### src/rtl/arith_seq_ctrl_if.sv
// rtl/arith_seq_ctrl_if.sv - stimulus/scoreboard bus between sequencer and test environment
interface arith_seq_ctrl_if #(
  parameter int WIDTH = 32,
  parameter int CNT_W = 16
);
  logic             i_start;
  logic [CNT_W-1:0] i_num;
  logic             i_stall;
  logic [WIDTH-1:0] o_a;
  logic [WIDTH-1:0] o_b;
  logic             o_valid;
  logic [WIDTH-1:0] i_mon_o;
  logic [WIDTH-1:0] i_dtm_o;
  logic             o_busy;
  logic             o_done;
  logic [CNT_W-1:0] o_err_cnt;
  logic [CNT_W-1:0] o_first_idx;
  logic [WIDTH-1:0] o_first_mon;
  logic [WIDTH-1:0] o_first_dtm;

  modport master (
    input  i_start, i_num, i_stall, i_mon_o, i_dtm_o,
    output o_a, o_b, o_valid, o_busy, o_done, o_err_cnt, o_first_idx, o_first_mon, o_first_dtm
  );

  modport slave (
    output i_start, i_num, i_stall, i_mon_o, i_dtm_o,
    input  o_a, o_b, o_valid, o_busy, o_done, o_err_cnt, o_first_idx, o_first_mon, o_first_dtm
  );
endinterface

### src/rtl/arith_seq_ctrl.sv
// rtl/arith_seq_ctrl.sv - LFSR operand sequencer with latency-aligned result scoreboard
module arith_seq_ctrl #(
  parameter int          WIDTH   = 32,
  parameter int          CNT_W   = 16,
  parameter int          CMP_LAT = 2,
  parameter logic [31:0] SEED_A  = 32'h0000_0001,
  parameter logic [31:0] SEED_B  = 32'h1234_5679
) (
  input  logic            clk,
  input  logic            reset,
  arith_seq_ctrl_if.master bus
);
  localparam logic [1:0]  S_IDLE  = 2'd0;
  localparam logic [1:0]  S_RUN   = 2'd1;
  localparam logic [1:0]  S_DRAIN = 2'd2;
  localparam logic [1:0]  S_DONE  = 2'd3;
  localparam logic [31:0] SA      = (SEED_A == 32'd0) ? 32'd1 : SEED_A;
  localparam logic [31:0] SB      = (SEED_B == 32'd0) ? 32'd1 : SEED_B;
  localparam logic [31:0] POLY    = 32'hB4BC_D35C;

  function automatic logic [31:0] lfsr_next(input logic [31:0] s);
    return s[0] ? ((s >> 1) ^ POLY) : (s >> 1);
  endfunction

  logic [1:0]         state;
  logic [CNT_W-1:0]   num_q;
  logic [CNT_W-1:0]   issued;
  logic [31:0]        lfsr_a;
  logic [31:0]        lfsr_b;
  logic [CMP_LAT-1:0] pipe_v;
  logic [CNT_W-1:0]   pipe_idx [CMP_LAT];
  logic               first_seen;
  logic               issue;
  logic               mismatch;
  logic               pend;

  // pend: entries still in flight once this edge's compare retires the last stage
  always_comb begin
    issue    = (state == S_RUN) && !bus.i_stall && (issued < num_q);
    mismatch = pipe_v[CMP_LAT-1] && (bus.i_mon_o != bus.i_dtm_o);
    pend     = 1'b0;
    for (int i = 0; i < CMP_LAT - 1; i++) pend = pend | pipe_v[i];
  end

  always_ff @(posedge clk or negedge reset) begin
    if (!reset) begin
      state           <= S_IDLE;
      num_q           <= '0;
      issued          <= '0;
      lfsr_a          <= SA;
      lfsr_b          <= SB;
      pipe_v          <= '0;
      for (int i = 0; i < CMP_LAT; i++) pipe_idx[i] <= '0;
      first_seen      <= 1'b0;
      bus.o_a         <= '0;
      bus.o_b         <= '0;
      bus.o_valid     <= 1'b0;
      bus.o_busy      <= 1'b0;
      bus.o_done      <= 1'b0;
      bus.o_err_cnt   <= '0;
      bus.o_first_idx <= '0;
      bus.o_first_mon <= '0;
      bus.o_first_dtm <= '0;
    end else begin
      bus.o_done  <= 1'b0;
      pipe_v[0]   <= issue;
      pipe_idx[0] <= issued;
      for (int i = 1; i < CMP_LAT; i++) begin
        pipe_v[i]   <= pipe_v[i-1];
        pipe_idx[i] <= pipe_idx[i-1];
      end

      if (mismatch) begin
        if (bus.o_err_cnt != '1) bus.o_err_cnt <= bus.o_err_cnt + 1'b1;
        if (!first_seen) begin
          first_seen      <= 1'b1;
          bus.o_first_idx <= pipe_idx[CMP_LAT-1];
          bus.o_first_mon <= bus.i_mon_o;
          bus.o_first_dtm <= bus.i_dtm_o;
        end
      end

      case (state)
        S_IDLE: begin
          if (bus.i_start) begin
            state           <= S_RUN;
            num_q           <= bus.i_num;
            issued          <= '0;
            lfsr_a          <= SA;
            lfsr_b          <= SB;
            first_seen      <= 1'b0;
            bus.o_busy      <= 1'b1;
            bus.o_err_cnt   <= '0;
            bus.o_first_idx <= '0;
            bus.o_first_mon <= '0;
            bus.o_first_dtm <= '0;
          end
        end
        S_RUN: begin
          bus.o_valid <= issue;
          if (issue) begin
            bus.o_a <= lfsr_a[WIDTH-1:0];
            bus.o_b <= lfsr_b[WIDTH-1:0];
            lfsr_a  <= lfsr_next(lfsr_a);
            lfsr_b  <= lfsr_next(lfsr_b);
            issued  <= issued + 1'b1;
          end
          if ((issued >= num_q) || (issue && (issued == num_q - 1'b1))) state <= S_DRAIN;
        end
        S_DRAIN: begin
          bus.o_valid <= 1'b0;
          if (!pend) begin
            state      <= S_DONE;
            bus.o_done <= 1'b1;
            bus.o_busy <= 1'b0;
          end
        end
        default: state <= S_IDLE;
      endcase
    end
  end
endmodule

### src/flat_wrapper.sv
// flat-port wrapper written by rule: the top's interface ports become plain ports
module arith_seq_ctrl_flat 
#(
  parameter int          WIDTH   = 32,
  parameter int          CNT_W   = 16,
  parameter int          CMP_LAT = 2,
  parameter logic [31:0] SEED_A  = 32'h0000_0001,
  parameter logic [31:0] SEED_B  = 32'h1234_5679
)
  (clk, reset, bus_i_start, bus_i_num, bus_i_stall, bus_i_mon_o, bus_i_dtm_o, bus_o_a, bus_o_b, bus_o_valid, bus_o_busy, bus_o_done, bus_o_err_cnt, bus_o_first_idx, bus_o_first_mon, bus_o_first_dtm);
  arith_seq_ctrl_if #(.WIDTH(WIDTH), .CNT_W(CNT_W)) bus_i ();
  input  logic clk;
  input  logic reset;
  input wire logic [$bits(bus_i.i_start)-1:0] bus_i_start;
  input wire logic [$bits(bus_i.i_num)-1:0] bus_i_num;
  input wire logic [$bits(bus_i.i_stall)-1:0] bus_i_stall;
  input wire logic [$bits(bus_i.i_mon_o)-1:0] bus_i_mon_o;
  input wire logic [$bits(bus_i.i_dtm_o)-1:0] bus_i_dtm_o;
  output wire logic [$bits(bus_i.o_a)-1:0] bus_o_a;
  output wire logic [$bits(bus_i.o_b)-1:0] bus_o_b;
  output wire logic [$bits(bus_i.o_valid)-1:0] bus_o_valid;
  output wire logic [$bits(bus_i.o_busy)-1:0] bus_o_busy;
  output wire logic [$bits(bus_i.o_done)-1:0] bus_o_done;
  output wire logic [$bits(bus_i.o_err_cnt)-1:0] bus_o_err_cnt;
  output wire logic [$bits(bus_i.o_first_idx)-1:0] bus_o_first_idx;
  output wire logic [$bits(bus_i.o_first_mon)-1:0] bus_o_first_mon;
  output wire logic [$bits(bus_i.o_first_dtm)-1:0] bus_o_first_dtm;
  assign bus_i.i_start = bus_i_start;
  assign bus_i.i_num = bus_i_num;
  assign bus_i.i_stall = bus_i_stall;
  assign bus_i.i_mon_o = bus_i_mon_o;
  assign bus_i.i_dtm_o = bus_i_dtm_o;
  assign bus_o_a = bus_i.o_a;
  assign bus_o_b = bus_i.o_b;
  assign bus_o_valid = bus_i.o_valid;
  assign bus_o_busy = bus_i.o_busy;
  assign bus_o_done = bus_i.o_done;
  assign bus_o_err_cnt = bus_i.o_err_cnt;
  assign bus_o_first_idx = bus_i.o_first_idx;
  assign bus_o_first_mon = bus_i.o_first_mon;
  assign bus_o_first_dtm = bus_i.o_first_dtm;
  arith_seq_ctrl #(.WIDTH(WIDTH), .CNT_W(CNT_W), .CMP_LAT(CMP_LAT), .SEED_A(SEED_A), .SEED_B(SEED_B)) u_core (.clk(clk), .reset(reset), .bus(bus_i));
endmodule
### config.mk
export PLATFORM = sky130hd
export DESIGN_NAME = arith_seq_ctrl_flat
export DESIGN_NICKNAME = d
export VERILOG_FILES = /design/src/rtl/arith_seq_ctrl_if.sv /design/src/rtl/arith_seq_ctrl.sv /design/src/flat_wrapper.sv
export SDC_FILE = /design/constraint.sdc
export NUM_CORES = 1
export LEC_CHECK = 0
export CAP_MARGIN = 40
export CORE_ASPECT_RATIO = 0.6
export CORE_MARGIN = 2
export CORE_UTILIZATION = 39
export DETAILED_ROUTE_END_ITERATION = 10
export GPL_TIMING_DRIVEN = 0
export PLACE_DENSITY = 0.75
export SLEW_MARGIN = 10
export SYNTH_ARGS = -nofsm -noshare
export SYNTH_HDL_FRONTEND = slang
export SYNTH_SLANG_ARGS = --single-unit
### constraint.sdc
create_clock -name clk -period 5 [get_ports clk]
set_input_delay 0.5 -clock clk [delete_from_list [all_inputs] [get_ports clk]]
set_output_delay 0.5 -clock clk [all_outputs]
set_load 0.05 [all_outputs]
Yosys cells after proc, flatten, opt, wreduce, memory -nomap -nowiden
Cells that the tools add are included.
{ "classes": {"addsub": 3, "magnitude_cmp": 2, "eq_ne": 9, "muxes": 40, "n_bitwise": 2, "n_reduce_logical": 15} }
{ "op_table": {"columns": ["operator", "count"], "rows": [
  ["$mux W32", 14],
  ["$mux W16", 10],
  ["$pmux W32 S2", 2],
  ["$not A17 Y18", 2],
  ["$add A16 B1 Y16 const B", 2],
  ["$ne A32 B32 Y1", 1],
  ["$pmux W16 S2", 1],
  ["$eq A16 B16 Y1", 1],
  ["$ge A16 B16 Y1", 1],
  ["$lt A16 B16 Y1", 1],
  ["$ne A16 B16 Y1 const B", 1],
  ["$sub A16 B1 Y16 const B", 1],
  ["$reduce_and A3 Y1", 3],
  ["$mux W1", 7],
  ["$mux W2", 3],
  ["$ne A2 B2 Y1 const B", 3],
  ["$pmux W2 S3", 1],
  ["$reduce_bool A2 Y1", 3],
  ["$logic_and A1 B1 Y1", 4],
  ["$pmux W1 S2", 2],
  ["$reduce_and A2 Y1", 2],
  ["$eq A2 B1 Y1 const B", 1],
  ["$eq A2 B2 Y1 const B", 1],
  ["$logic_not A2 Y1", 1],
  ["3 further kinds", 3]
]} }
{ "word_totals": {"register_bits": 296, "input_bits": 84, "out_inout_bits": 163} }

Depth between registers and ports, before layout
Gate-level depths: netlist of the first run.
{ "depth": {"word_depth": 7, "depth_mapped": 11, "depth_no_buf": 10} }

Least setup slack after synthesis of the first run
No wires, ideal clock.
{ "synth_timing": {"kind": "register to register", "startpoint": "register u_core.issued[13]", "endpoint": "register u_core.issued[14]", "setup_ns": 0.069, "arrival_ns": 2.496, "slack_ns": 2.435, "stages_incl_launch_ff": 10, "n_path_buf": 1, "period_less_slack_ns": 2.565, "cell_sequence": "dfrtp_1 -> ha_1 -> a21o_1 -> a21oi_1 -> o22ai_1 -> or4_4 -> a2bb2oi_1 -> buf_6 -> or4_1 -> nand3_1"} }
{ "synth_between": {"elab_chain_cells": 4, "word_cells_on_any_way": 7, "cone_classes": "1 x add/sub; 1 x order compare; 1 x eq/ne; 2 x mux; 2 x reduce/logical"} }
{ "synth_rtl": {"columns": ["element", "line", "text"], "rows": [
  ["start: declaration", "arith_seq_ctrl.sv:27", "logic [CNT_W-1:0] issued;"],
  ["start signal: assignment", "arith_seq_ctrl.sv:106", "issued <= issued + 1'b1;"],
  ["$lt A16 B16 Y1", "arith_seq_ctrl.sv:39", "issue = (state == S_RUN) && !bus.i_stall && (issued < num_q);"],
  ["$logic_and A1 B1 Y1", "arith_seq_ctrl.sv:39", null],
  ["$ne A2 B1 Y1 (no line)", null, null],
  ["$reduce_and A3 Y1 (no line)", null, null]
]} }
Parallel ways exist; a longest one is shown, timed or not. The select of a mux whose other input is x is not followed.
A chain may end at the register's enable or synchronous reset.

Worst setup path in the final report of the first run
{ "layout_timing": {"startpoint": "register u_core.issued[13]", "endpoint": "register u_core.bus.o_b[26]"} }
{ "layout_between": {"elab_chain_cells": 3} }
{ "layout_rtl": {"columns": ["element", "line", "text"], "rows": [
  ["$lt A16 B16 Y1", "arith_seq_ctrl.sv:39", null],
  ["$logic_and A1 B1 Y1", "arith_seq_ctrl.sv:39", null],
  ["$reduce_and A2 Y1 (no line)", null, null],
  ["end signal: assignment", "arith_seq_ctrl.sv:103", "bus.o_b <= lfsr_b[WIDTH-1:0];"],
  ["end: declaration", "arith_seq_ctrl_if.sv:23", "output o_a, o_b, o_valid, o_busy, o_done, o_err_cnt, o_first_idx, o_first_mon, o_first_dtm"]
]} }
No other way between the ends.

==> run metrics, run 1 <==
clk_skew=~0.011 ns; leading post-synthesis cells by instance count=sky130_fd_sc_hd__nand2_1 (311), sky130_fd_sc_hd__dfrtp_1 (281), sky130_fd_sc_hd__nor2_1 (123), sky130_fd_sc_hd__mux2i_1 (84), sky130_fd_sc_hd__xnor2_1 (83); top cell type's share of synthesized area=53.7%; summed instance area of the synthesized netlist=13100 um^2; via count of the first global-routing pass=about 10000; pin count of the biggest net entering global routing=between 100 and 150; post-layout instance area=17200 um^2; Max Cap Violations=0; number of library cell types mapped by synthesis=between 50 and 60; cell count after synthesis=roughly 1300; cell accounting for the most synthesized area=sky130_fd_sc_hd__dfrtp_1; standby leakage power=0.00831 uW; antenna violations before repair=0; number of nets at the end of the flow=about 1700; highest ir drop seen on vdd=about 0.37 mV; TritonCTS Buffers=29; share of the synthesized netlist area taken by xor and xnor gates=under 10%; maximum clock rate=~0.28 GHz; status=complete, no violations; fraction of the mapped netlist area in compound gates=under 10%; Hold Vio Cnt, Final=0; Adder-Cell Fraction of Synth Area=~2.2%; count of vias placed by the detailed router=between 10000 and 15000; port bufs=between 200 and 250; global placer's final weighted congestion=between 0.9 and 1; average routed wire per standard cell=18.2 um; wire length of the first global-routing pass=about 60000 um; Post-synth EDFFs=0; count of antenna diodes in the layout=0; top cells by area, synth=sky130_fd_sc_hd__dfrtp_1 (54%), sky130_fd_sc_hd__nand2_1 (8.9%), sky130_fd_sc_hd__mux2i_1 (6.4%); Max Root-Sink Buffers=3; Yosys reg bits=~300; width of the chip=241 um; type of destination of the critical path=register; classification of the worst setup path=reg -> reg; post-synthesis to final-layout area growth=31.0%; TritonCTS clock tree=done; most repeated cell in the gate-level netlist after synthesis=sky130_fd_sc_hd__nand2_1; layout cell share with drive strength beyond 1=5.58%; share of the cycle needed by the critical path after routing=a little over two thirds; postcts setup bufs=0; synthesized area per cell=10.1 um^2; router iterations before antenna repair=5; number of top-level pins=approximately 250; minimum clock period after layout=3.51 ns; Startpoint Class=register; proportion of synthesized chip area in sequential cells=around 57%; fraction of registers with async set/reset=100%; Die H=around 150 um; proportion of synthesized area in mux cells=approximately 6.6%; total setup violations reported at the end of the flow=0; clock tree root buffer cell=sky130_fd_sc_hd__clkbuf_16; post-DP HPWL=~27000 um; required time of the critical path=5.41 ns; total power draw=between 10000 and 15000 uW; WL final=around 37000 um; number of nets in the synthesized netlist=about 1400; area of the core region=about 33000 um^2; PD cells=approximately 700 nW/um^2; htree depth=1; max-slew headroom at the worst pin=a little over two fifths; number of sinks on the clock net=slightly below 300; die outline area=around 35000 um^2; Detailed Route Iter0 Violations=between 900 and 1000; RSZ-0062 raised after global routing=no; number of warning messages in the yosys log=0; Residual DRC=0; initial cell density of the core=40.0%; main combinational cell family by area after synthesis=simple AND/OR/NAND/NOR gates; worst hold path class=reg -> reg; top_reg_cell synth=sky130_fd_sc_hd__dfrtp_1; remaining antenna violation count=0; Area after DPL=around 16000 um^2; Final Max Tran Viols=0; clock insertion delay at the later pin of the skew report=about 0.56 ns; worst endpoint data arrival time=3.93 ns; Tot GR Track Use=between 20% and 30%; Overflow after GRT=0; post-CTS clock slew at the launch and capture registers of the worst setup and hold paths=0.06 ns; Synth Area in Simple Gates=about 18%; num rows=51; transition time at the pin with the least slew margin=between 0.8 and 0.9 ns; Max FO, Critical Path=10; Via-to-Cell Ratio=about 5.1
[layout make-up]
type	count	area [um^2]
fill	2944	15600
sequential	296	7430
multi-input combinational	892	5250
timing repair buffer	250	2540
clock buffer	46	880
tap	450	563
buffer	70	293
inverter	36	135
clock inverter	5	81.3
[cell families after synthesis]
group / Yosys count
compound gates: 136
xor+xnor: 96
fa+ha+maj: 23
buf+inv: 106
flops: 296
mux: 86
simple gates: 551
[metrics by stage]
stage	setup slack (ns)	hold WS, ns	utilization (%)	setup TNS (ns)	cells
after floorplan	2.43	0.204	-	0	1294
after global placement	-9.34	0.335	49.3	-2691.43	1990
after detailed placement	1.47	0.335	49.5	0	1993
after CTS	1.59	0.348	52.5	0	2045
after global routing	1.32	0.349	52.5	0	2045
final	1.49	0.346	52.5	0	2045
[repair_timing]
| action | in CTS | in global routing |
|---|---|---|
| resized for setup | 0 | 0 |
| hold buffers | 1 | 0 |
| setup endpoints to repair | 0 | 0 |
| hold endpoints to repair | 77 | 0 |
[flip-flops by register name, summed over array words and instances, names as in the netlist, 2 cells and up]
signal,cells
u_core.pipe_v,2
u_core.issued,16
u_core.bus.o_b,32
u_core.lfsr_b,32
u_core.pipe_idx,32
u_core.lfsr_a,32
u_core.bus.o_first_mon,32
u_core.state,2
u_core.bus.o_a,32
u_core.bus.o_err_cnt,16
u_core.num_q,16
u_core.bus.o_first_idx,16
u_core.bus.o_first_dtm,32
[layer usage]
layer  track usage, %  share of wire [%]  wire [um]
met5                0                  0          0
met4             5.40                2.5        938
met3             4.50                7.0       2590
met2             29.9                 42      15500
met1             33.3                 49      18200
[critical path, cell delays in order (launching register included)]
cell and delay [ns]:
sky130_fd_sc_hd__dfrtp_1 0.50, sky130_fd_sc_hd__ha_1 0.35, sky130_fd_sc_hd__nand4_1 0.23, sky130_fd_sc_hd__or2_2 0.39
sky130_fd_sc_hd__a221o_1 0.33, sky130_fd_sc_hd__nand3_1 0.13, sky130_fd_sc_hd__clkbuf_1 0.66, sky130_fd_sc_hd__clkbuf_1 0.59
sky130_fd_sc_hd__o21ai_0 0.17
[power by group]
group / internal [uW] / switching, uW
Combinational: 1850 / 3740
Clock: 1300 / 937
Sequential: 3290 / 644
[path summary, 6_finish.rpt]
path	from	endpoint	slack [ns]	depth (start not counted)
min in group asynchronous	reset	u_core.bus.o_b[19]$_DFFE_PN0P_	0.52	2
min	u_core.pipe_idx[25]$_DFF_PN0_	u_core.pipe_idx[9]$_DFF_PN0_	0.35	0
max reg2reg	u_core.issued[13]$_DFFE_PN0P_	u_core.bus.o_b[26]$_DFFE_PN0P_	1.49	8
min reg2reg	u_core.pipe_idx[25]$_DFF_PN0_	u_core.pipe_idx[9]$_DFF_PN0_	0.35	0
max in group asynchronous	reset	u_core.bus.o_first_mon[9]$_DFF_PN0_	3.03	4
max	u_core.issued[13]$_DFFE_PN0P_	u_core.bus.o_b[26]$_DFFE_PN0P_	1.49	8
[layout by cell type (no fill, tap or decap), types with 29 or more instances in the layout]
cell type | netlist | layout
sky130_fd_sc_hd__clkbuf_1 | 47 | 55
sky130_fd_sc_hd__clkbuf_16 | 0 | 29
sky130_fd_sc_hd__clkdlybuf4s50_1 | 0 | 245
sky130_fd_sc_hd__dfrtp_1 | 281 | 281
sky130_fd_sc_hd__inv_1 | 35 | 35
sky130_fd_sc_hd__mux2i_1 | 84 | 84
sky130_fd_sc_hd__nand2_1 | 311 | 311
sky130_fd_sc_hd__nand3_1 | 43 | 43
sky130_fd_sc_hd__nor2_1 | 123 | 123
sky130_fd_sc_hd__o21ai_0 | 38 | 38
sky130_fd_sc_hd__xnor2_1 | 83 | 83
No activity file was read; power rests on OpenSTA's default activity.
==> inputs of run 2 (changes only) <==
Settings changed: PLACE_DENSITY 0.75 to 0.77.
Clock period 5 ns to 3.2 ns, I/O delays scaled along.
==> run metrics, run 2 (synthesis gave the netlist of run 1 again) <==
status=complete, no violations; total power draw=18600 uW (+58%); Area after DPL=16200 um^2 (about the same); Max Root-Sink Buffers=3 (unchanged); post-layout instance area=17300 um^2 (+0.59%); TritonCTS Buffers=30 (+3.4%); Worst R2R Start=u_core.issued[15]$_DFFE_PN0P_; router iterations before antenna repair=5 (unchanged); pin count of the biggest net entering global routing=105 (-0.94%); wire length of the first global-routing pass=58800 um (-0.15%); TritonCTS clock tree=done; cell breakdown of the critical path=ha_1 > nand4_1 > or2_2 > a221o_1 > nand3_1 > clkinv_1 > clkbuf_1 > nand2_1 > nand2_1; Overflow after GRT=0 (unchanged); Detailed Route Iter0 Violations=771 (-20%); initial cell density of the core=40.0% (unchanged); RSZ-0062 raised after global routing=no; register-to-register setup slack=0.18 ns (-1.31 ns); worst setup slack after layout=0.180 ns (-1.31 ns); remaining antenna violation count=0 (unchanged); power share of the clock group=19.9% (+0.9 points); worst endpoint data arrival time=3.46 ns (-0.47 ns); transition time at the pin with the least slew margin=0.983 ns (+0.129 ns); minimum clock period after layout=3.02 ns (-0.495 ns); worst setup path start=u_core.issued[15]$_DFFE_PN0P_; maximum clock rate=0.331 GHz (+16%); standby leakage power=0.00838 uW (+0.82%); port bufs=246 (unchanged); Max FO, Critical Path=10 (unchanged); post-DP HPWL=27800 um (+1.3%); via count of the first global-routing pass=10345 (+0.26%); Residual DRC=0 (unchanged); Hold Vio Cnt, Final=0 (unchanged); worst flop-to-flop path endpoint=u_core.bus.o_a[8]$_DFFE_PN0P_; type of destination of the critical path=register; number of nets at the end of the flow=1683 (+0.059%); highest ir drop seen on vdd=0.547 mV (+49%); number of top-level pins=247 (unchanged); worst hold path class=in -> async; WL final=37400 um (+0.45%); antenna violations before repair=1 (+1); Reg power frac=33.0% (-0.4 points); required time of the critical path=3.64 ns (-1.77 ns); count of antenna diodes in the layout=0 (unchanged); total setup violations reported at the end of the flow=0 (unchanged); num rows=51 (unchanged); count of vias placed by the detailed router=10437 (-0.66%); Via-to-Cell Ratio=5.09 (-0.90%); Max Cap Violations=0 (unchanged); Die H=146 um (unchanged); commonest non-fill, non-tap cells in the layout=sky130_fd_sc_hd__nand2_1 (311), sky130_fd_sc_hd__dfrtp_1 (281), sky130_fd_sc_hd__clkdlybuf4s50_1 (245); post-synthesis to final-layout area growth=31.8%; combinational power share=47.1% (-0.4 points); width of the chip=241 um (unchanged); count of buffer and inverter cells on the critical path=2 (unchanged); most common cell after layout, fill and taps aside=sky130_fd_sc_hd__nand2_1; global placer's final weighted congestion=0.920 (+1.8%); PD cells=1080 nW/um^2 (+57%); postcts setup bufs=0 (unchanged); peak per-stage delay on the critical path=0.46 ns (-0.20 ns); Startpoint Class=register; number of sinks on the clock net=296 (unchanged); depth of the worst register-to-register path=9 (+1); Tot GR Track Use=21.2% (-0.13 points); layout cell share with drive strength beyond 1=6.63% (+1.0 points); die outline area=35100 um^2 (unchanged); Post-Place Worst Slack=-0.268 ns (-1.74 ns); switching share of power=45.0% (-0.20 points); classification of the worst setup path=reg -> reg; clock insertion delay at the later pin of the skew report=0.56 ns (about the same); critical-path cell with the highest stage delay=sky130_fd_sc_hd__dfrtp_1; area of the core region=32700 um^2 (unchanged); share of the cycle needed by the critical path after routing=94.4% (+24 points); Setup Total Neg Slack=0 ns (unchanged); Post-Route Utilization=52.8% (+0.31 points); average routed wire per standard cell=18.2 um (+0.20%); cell repeated most along the worst path=sky130_fd_sc_hd__nand2_1; clk_skew=0.0109 ns (-0.000105 ns); post-CTS clock slew at the launch and capture registers of the worst setup and hold paths=0.07 ns (about the same); max-slew headroom at the worst pin=33.9% (-9.2 points); Top delay family on crit path=simple AND/OR/NAND/NOR gates; net switching component of the power=8370 uW (+57%); Power Internal=10200 uW (+59%); clock tree root buffer cell=sky130_fd_sc_hd__clkbuf_16; htree depth=1 (unchanged); Final Max Tran Viols=0 (unchanged)
==> run 2: changes by cell type in the layout (fill, tap and decap cells not counted), sizes merged <==
cell / delta
bufinv: +1
clkinvlp: +1
clkinv: +8
clkbuf: -5
buf: +1
clkdlybuf4s18: -1
==> run 2: worst max path at each step <==
| stage | slack (ns) | cells after the start | end |
|---|---|---|---|
| 6_report | 0.18 | 9 | u_core.bus.o_a[8]$_DFFE_PN0P_ |
| 5_1_grt | 0.005 | 9 | u_core.issued[0]$_DFFE_PN0P_ |
| 4_1_cts | 0.03 | 9 | u_core.lfsr_a[15]$_DFFE_PN0P_ |
| 3_5_place_dp | -0.27 | 9 | u_core.bus.o_first_dtm[24]$_DFF_PN0_ |
| 3_3_place_gp | -10.80 | 1 | u_core.bus.o_first_mon[7]$_DFF_PN0_ |
| 2_1_floorplan | 0.63 | 9 | u_core.issued[14]$_DFFE_PN0P_ |
==> run 2: final cells by class <==
class	instances	area, um^2
buffer	70	300
tap	450	563
multi-input combinational	892	5260
fill	2895	15500
clock buffer	41	883
timing repair buffer	250	2540
inverter	36	135
sequential	296	7430
clock inverter	15	170
==> run 2: repair_timing <==
item / in CTS / in global routing
pin swaps: 0 / 0
gates resized for setup: 2 / 9
hold buffers: 1 / 0
endpoints found under the hold margin: 81 / 0
endpoints found under the setup margin: 23 / 77
==> run 2: worst reg2reg max path: stages (launching register included) <==
cell and delay (ns):
sky130_fd_sc_hd__dfrtp_1 0.46, sky130_fd_sc_hd__ha_1 0.36, sky130_fd_sc_hd__nand4_1 0.23, sky130_fd_sc_hd__or2_2 0.40, sky130_fd_sc_hd__a221o_1 0.35, sky130_fd_sc_hd__nand3_1 0.14
sky130_fd_sc_hd__clkinv_1 0.32, sky130_fd_sc_hd__clkbuf_1 0.36, sky130_fd_sc_hd__nand2_1 0.21, sky130_fd_sc_hd__nand2_1 0.06
==> run 2: stage by stage <==
step           hold slack (ns)  instances
4_1_cts                  0.296       2050
6_report                 0.316       2050
3_5_place_dp             0.335       1993
2_1_floorplan           0.0244       1294
5_1_grt                  0.317       2050
3_3_place_gp             0.336       1990
==> run 2: per-layer routing <==
metal / share of wire, % / up-vias / GRT usage, %
met2: 43 / 303 / 30.9
met3: 6.2 / 65 / 4.38
met5: 0.035 / - / 0
met1: 49 / 5169 / 32.3
li1: - / 4898 / -
met4: 2.4 / 2 / 5.03
==> run 2: power groups by stage <==
stage          registers (uW)  logic [uW]  clock network, uW
2_1_floorplan            8520        3250                  0
3_3_place_gp             6150        8540                  0
3_5_place_dp             6190        8690                  0
4_1_cts                  6140        8740               3780
5_1_grt                  6320        9370               3950
6_report                 6140        8740               3700
==> inputs of run 3 (changes only) <==
Settings changed: SLEW_MARGIN 10 to default.
==> results of run 3 <==
Same layout as run 2: the final DEF is identical, and so are final timing and power.
